===== src/rtl/ifmap_addr_gen.sv =====
// Read-address generator for the depthwise-conv input-feature-map buffer.
// The generator walks the input map in output tiles. For each tile it issues
// one INCR burst per input row, waits for compute to finish, then moves to the
// next tile origin.
module ifmap_addr_gen #(
    parameter int AW     = 32,
    parameter int KSIZE  = 3,
    parameter int POX    = 15,
    parameter int POY    = 3,
    parameter int STRIDE = 2,
    parameter int IW     = 224,
    parameter int IH     = 224,
    parameter int BURST  = 32
) (
    input  logic          clk,
    input  logic          rst,
    input  logic          init_addr_en,
    input  logic [AW-1:0] init_addr,
    input  logic          rlast,
    input  logic          result_valid,
    output logic          arvalid,
    output logic [AW-1:0] araddr,
    output logic [3:0]    arburst,
    output logic          data_load,
    output logic          blkend,
    output logic          dw_comp,
    output logic          mapend
);

    // Input tile footprint, tile-to-tile steps and last legal origin bounds.
    localparam int TW    = (POX - 1) * STRIDE + KSIZE;
    localparam int TH    = (POY - 1) * STRIDE + KSIZE;
    localparam int XSTEP = POX * STRIDE;
    localparam int YSTEP = POY * STRIDE;
    localparam int XLIM  = IW - KSIZE + 1;
    localparam int YLIM  = IH - KSIZE + 1;
    localparam int RW    = $clog2(TH + 1);

    // A burst shorter than a tile row would silently truncate every row, so a
    // misconfigured instance refuses to start instead.
    localparam bit CFG_OK = (BURST >= TW);

    typedef enum logic [1:0] {S_IDLE, S_REQ, S_WAIT, S_COMP} state_t;

    state_t        state;
    logic [AW-1:0] base;
    logic [AW-1:0] ox;
    logic [AW-1:0] oy;
    logic [RW-1:0] row;
    logic [AW-1:0] nx;
    logic [AW-1:0] ny;

    // Start address of one tile row; wraps modulo 2^AW by construction.
    function automatic logic [AW-1:0] row_addr(input logic [AW-1:0] b,
                                               input logic [AW-1:0] x,
                                               input logic [AW-1:0] y,
                                               input logic [RW-1:0] r);
        row_addr = b + (y + AW'(r)) * AW'(IW) + x;
    endfunction

    // Candidate next tile origins, evaluated while compute is pending.
    always_comb begin
        nx = ox + AW'(XSTEP);
        ny = oy + AW'(YSTEP);
    end

    // Only INCR bursts are ever requested.
    assign arburst = 4'd1;

    // Tile walker FSM with registered outputs; pulses default low each cycle.
    always_ff @(posedge clk) begin
        if (rst) begin
            state     <= S_IDLE;
            arvalid   <= 1'b0;
            araddr    <= '0;
            data_load <= 1'b0;
            blkend    <= 1'b0;
            dw_comp   <= 1'b0;
            mapend    <= 1'b0;
            ox        <= '0;
            oy        <= '0;
            row       <= '0;
        end else begin
            arvalid <= 1'b0;
            blkend  <= 1'b0;
            mapend  <= 1'b0;
            case (state)
                S_IDLE: begin
                    if (init_addr_en && CFG_OK) begin
                        base    <= init_addr;
                        ox      <= '0;
                        oy      <= '0;
                        row     <= '0;
                        araddr  <= init_addr;
                        arvalid <= 1'b1;
                        state   <= S_REQ;
                    end
                end
                S_REQ: begin
                    data_load <= 1'b1;
                    state     <= S_WAIT;
                end
                S_WAIT: begin
                    if (rlast) begin
                        data_load <= 1'b0;
                        if (row < RW'(TH - 1)) begin
                            row     <= row + RW'(1);
                            araddr  <= row_addr(base, ox, oy, row + RW'(1));
                            arvalid <= 1'b1;
                            state   <= S_REQ;
                        end else begin
                            row     <= '0;
                            blkend  <= 1'b1;
                            dw_comp <= 1'b1;
                            state   <= S_COMP;
                        end
                    end
                end
                S_COMP: begin
                    if (result_valid) begin
                        dw_comp <= 1'b0;
                        if (nx < AW'(XLIM)) begin
                            ox      <= nx;
                            araddr  <= row_addr(base, nx, oy, '0);
                            arvalid <= 1'b1;
                            state   <= S_REQ;
                        end else if (ny < AW'(YLIM)) begin
                            ox      <= '0;
                            oy      <= ny;
                            araddr  <= row_addr(base, '0, ny, '0);
                            arvalid <= 1'b1;
                            state   <= S_REQ;
                        end else begin
                            ox     <= '0;
                            oy     <= '0;
                            mapend <= 1'b1;
                            state  <= S_IDLE;
                        end
                    end
                end
                default: state <= S_IDLE;
            endcase
        end
    end

endmodule


===== config.mk =====
export PLATFORM = sky130hd
export DESIGN_NAME = ifmap_addr_gen
export DESIGN_NICKNAME = d
export VERILOG_FILES = /design/src/rtl/ifmap_addr_gen.sv
export SDC_FILE = /design/constraint.sdc
export NUM_CORES = 1
export LEC_CHECK = 0
export BUFFER_PORTS_ARGS = -buffer_cell sky130_fd_sc_hd__buf_2
export CAP_MARGIN = 20
export CORE_ASPECT_RATIO = 2
export CORE_UTILIZATION = 60
export CTS_CLUSTER_DIAMETER = 40
export CTS_CLUSTER_SIZE = 14
export DETAILED_ROUTE_END_ITERATION = 8
export GPL_ROUTABILITY_DRIVEN = 0
export GPL_TIMING_DRIVEN = 0
export PLACE_DENSITY = 0.76
export SYNTH_ARGS = -nofsm -noshare
export SYNTH_HDL_FRONTEND = slang
export SYNTH_SLANG_ARGS = --single-unit

===== constraint.sdc =====
create_clock -name clk -period 7.5 [get_ports clk]
set_input_delay 0 -clock clk [delete_from_list [all_inputs] [get_ports clk]]
set_output_delay 0 -clock clk [all_outputs]
set_load 0.02 [all_outputs]

==> run summary <==
* **cells after synthesis** 2132
* **Critical Path End Type** flip-flop
* **final routed DRC violation total** 12
* **cell types occupying the most area after synthesis** sky130_fd_sc_hd__ha_1, sky130_fd_sc_hd__fa_1, sky130_fd_sc_hd__dfxtp_1, sky130_fd_sc_hd__xnor2_1, sky130_fd_sc_hd__edfxtp_1
* **number of clock buffers inserted by TritonCTS** 17
* **endpoint arrival time on the critical path** 7.69 ns
* **Slew HR** 21.6%
* **hold_ws** 0.180 ns
* **height of the die** 248 um
* **required time at the worst-slack endpoint** 7.85 ns
* **slew at the pin closest to its max-slew limit** 1.18 ns
* **Setup Crit Path Kind** reg2reg
* **area of the mapped netlist** 18100 um^2
* **antenna-violating nets left** 0
* **number of iterations in the first detailed-routing pass** 8
* **maximum count of clock buffers along a single path** 2
* **worst min path class** in2reg
* **H-tree Lvls** 4
* **most used flip-flop cell after synthesis** sky130_fd_sc_hd__dfxtp_1
* **Vias per Instance** 6.53
* **top achievable clock speed** 0.136 GHz
* **average wire length per cell after detail routing** 24.3 um
* **wire length of the first global-routing pass** 98100 um
* **largest delay contributor family on the critical path** compound AO/OA/AOI/OAI gates
* **area leader, netlist** sky130_fd_sc_hd__ha_1
* **wirelength, routed** 64600 um
* **power per cell area** 115 nW/um^2
* **worst vdd ir** 0.180 mV
* **worst clock skew** 0.0108 ns
* **Internal Dissipation** 1.49 mW
* **fraction of layout instances using a drive strength above 1** 12.3%
* **unrepaired setup endpoints after global routing** true
* **dpl hpwl** 49800 um
* **First DRT Iteration DRCs** 1561
* **count of warnings emitted by yosys** 0
* **sequential fraction of design power** 34.6%
* **area used by multi-input combinational logic** 14600 um^2
* **FF+latch area** 3070 um^2
* **final setup violation count** 0
* **count of buffering cells on the critical path with inverters included** 3
* **Tmin final** 7.34 ns
* **Fill cells** 2401
* **post-synth top area share** 15.7%
* **fin. max-slew vios** 0
* **share of power burned in combinational logic** 29.6%
* **Unique masters post-synth** 91
* **Post-Syn Area per Cell** 8.51 um^2
* **Critical Path Start Type** flip-flop
* **number of flops mapped to enable cells by yosys** 32
* **largest stage delay on the critical path** 0.49 ns
* **insertion delay of the later-clocked pin in the worst-skew pair** 0.47 ns
* **Die Width** 125 um
* **Layout Nets** 2656
* **P_sw** 885 uW
* **peak fanout along the critical path** 5
* **total number of placement rows** 89
* **share of flip-flops with an asynchronous set or reset** 0%
* **number of I/O pins** 78
* **CTS root buffer** sky130_fd_sc_hd__clkbuf_16
* **Static Leakage** 9.94 nW
* **Core ar.** 29600 um^2
* **overall track demand over capacity in global routing** 42.5%
* **instance area after placement** 19000 um^2
* **Die Area** 31000 um^2
* **layout-stage area growth over the synthesis result** 13.4%
* **status** finished, violations left
* **violated checks** design-rule violations
* **CTS tree** built
* **post-route cell area** 20600 um^2
* **initial standard-cell utilization of the core** 61.2%
* **most instantiated library cell after synthesis** sky130_fd_sc_hd__ha_1
* **Max Cap Violations** 0
* **switching power share of the total** 37.3%
* **register clock-pin slew on the reported worst setup and hold paths** 0.07 ns
* **clock share of power** 35.9%
* **number of antenna violations at the first check in global routing** 0
* **share of synthesized area occupied by flip-flops and latches** 16.8%
* **endpoints failing hold** 0
* **top cell types by occurrence after synthesis** sky130_fd_sc_hd__ha_1, sky130_fd_sc_hd__a21oi_1, sky130_fd_sc_hd__inv_1
* **period utilization** 97.9%
* **count of input and output buffers** 72
* **pin count of the biggest net entering global routing** 23
* **clock sink count** 136
* **total of flip-flops plus latches after synthesis** 136
* **overflow left after global routing** 0
* **worst-path cell with the longest stage delay** sky130_fd_sc_hd__fa_1
* **vias in the first global route** 17768
* **vias after detailed routing** 17358
[routing by layer]
| layer | up-vias | wire, um | track usage [%] | share of wire (%) |
|---|---|---|---|---|
| met4 | 0 | 8760 | 48.0 | 14 |
| met2 | 850 | 30700 | 72.9 | 48 |
| met3 | 414 | 4560 | 10.4 | 7.1 |
| li1 | 7882 | - | - | - |
| met1 | 8212 | 20600 | 39.4 | 32 |
| met5 | - | 0 | 0 | 0 |
[through the flow]
step                total power [mW]  setup TNS, ns  utilization [%]  setup WS (ns)  instances
finish                          2.37              0             69.5          0.161       2660
global route                    2.43         -0.122             69.4        -0.0784       2659
CTS                             2.33              0             67.8        0.00692       2646
detailed placement              1.48          -4.77             64.2         -0.854       2577
global placement                1.47          -3.92             64.1         -0.789       2575
floorplan                       1.26              0                -          0.614       2139
[registers in the layout, summed over array words and instances, names as in the netlist, 2 cells and up]
signal  flops
araddr     32
base       32
ox         31
oy         31
row         3
state       2
[worst register-to-register path, delay by kind of cell, from the launching register on]
family | cells | cell delay (ns)
simple gates | 2 | 0.32
xor+xnor | 2 | 0.36
compound gates | 15 | 3.06
flops | 1 | 0.40
buf+inv | 3 | 0.34
fa+ha+maj | 7 | 2.72
[cell usage in the layout (no fill, tap or decap), types with 33 or more instances in the layout]
cell type	synthesis	routed
sky130_fd_sc_hd__buf_2	14	86
sky130_fd_sc_hd__dlygate4sd3_1	0	34
sky130_fd_sc_hd__and3_1	48	47
sky130_fd_sc_hd__nor3_1	59	59
sky130_fd_sc_hd__clkbuf_1	33	33
sky130_fd_sc_hd__dfxtp_1	104	92
sky130_fd_sc_hd__a21o_1	55	55
sky130_fd_sc_hd__inv_1	167	166
sky130_fd_sc_hd__o21bai_1	37	36
sky130_fd_sc_hd__nand3_1	48	46
sky130_fd_sc_hd__nor2_1	162	157
sky130_fd_sc_hd__o21ai_0	108	104
sky130_fd_sc_hd__fa_1	110	108
sky130_fd_sc_hd__xor2_1	82	70
sky130_fd_sc_hd__nand2_1	110	110
sky130_fd_sc_hd__a21oi_1	183	173
sky130_fd_sc_hd__xnor2_1	160	145
sky130_fd_sc_hd__ha_1	227	221
[power groups by stage]
| stage | combinational, mW | sequential [mW] | clock, mW |
|---|---|---|---|
| finish | 0.702 | 0.820 | 0.851 |
| global route | 0.742 | 0.824 | 0.866 |
| CTS | 0.670 | 0.820 | 0.836 |
| detailed placement | 0.647 | 0.836 | 0 |
| global placement | 0.636 | 0.835 | 0 |
| floorplan | 0.405 | 0.860 | 0 |
[area by class of cell]
cell class | count | share of cell area (%)
multi-input combinational | 1769 | 71.1
sequential | 136 | 14.9
timing repair buffer | 124 | 4.17
inverter | 167 | 3.07
clock buffer | 20 | 2.22
tap | 364 | 2.21
buffer | 67 | 1.79
clock inverter | 12 | 0.505
antenna | 1 | 0.0122
[path summary, 6_finish.rpt]
path | start | slack (ns) | end | depth (start not counted)
max | row[0] | 0.16 | araddr[25] | 29
min reg2reg | araddr[3] | 0.46 | araddr[3] | 2
min | result_valid | 0.18 | mapend | 2
max reg2reg | row[0] | 0.16 | araddr[25] | 29
[logic make-up (layout without fill, tap and decap cells)]
| kind of cell | after synthesis | in the layout | synth area share [%] |
|---|---|---|---|
| adder cells (fa/ha/maj) | 337 | 337 | 27.8 |
| AND/OR/NAND/NOR | 570 | 570 | 15.9 |
| AO/OA/AOI/OAI | 593 | 593 | 21.3 |
| flip-flops | 136 | 136 | 16.8 |
| XOR/XNOR | 242 | 242 | 11.7 |
| multiplexers | 18 | 18 | 1.03 |
| buffers and inverters | 234 | 390 | 5.47 |
| other | 2 | 10 | 0.0414 |
[timing repair]
action                     in CTS  in global routing
cloned                          0                  0
buffers inserted                3                 12
pin swaps                       5                 10
gates resized for setup        27                 77
hold endpoints to repair       59                  0
hold buffers                   34                  0
setup endpoints to repair      13                 10
(Power assumes the default switching activity.)
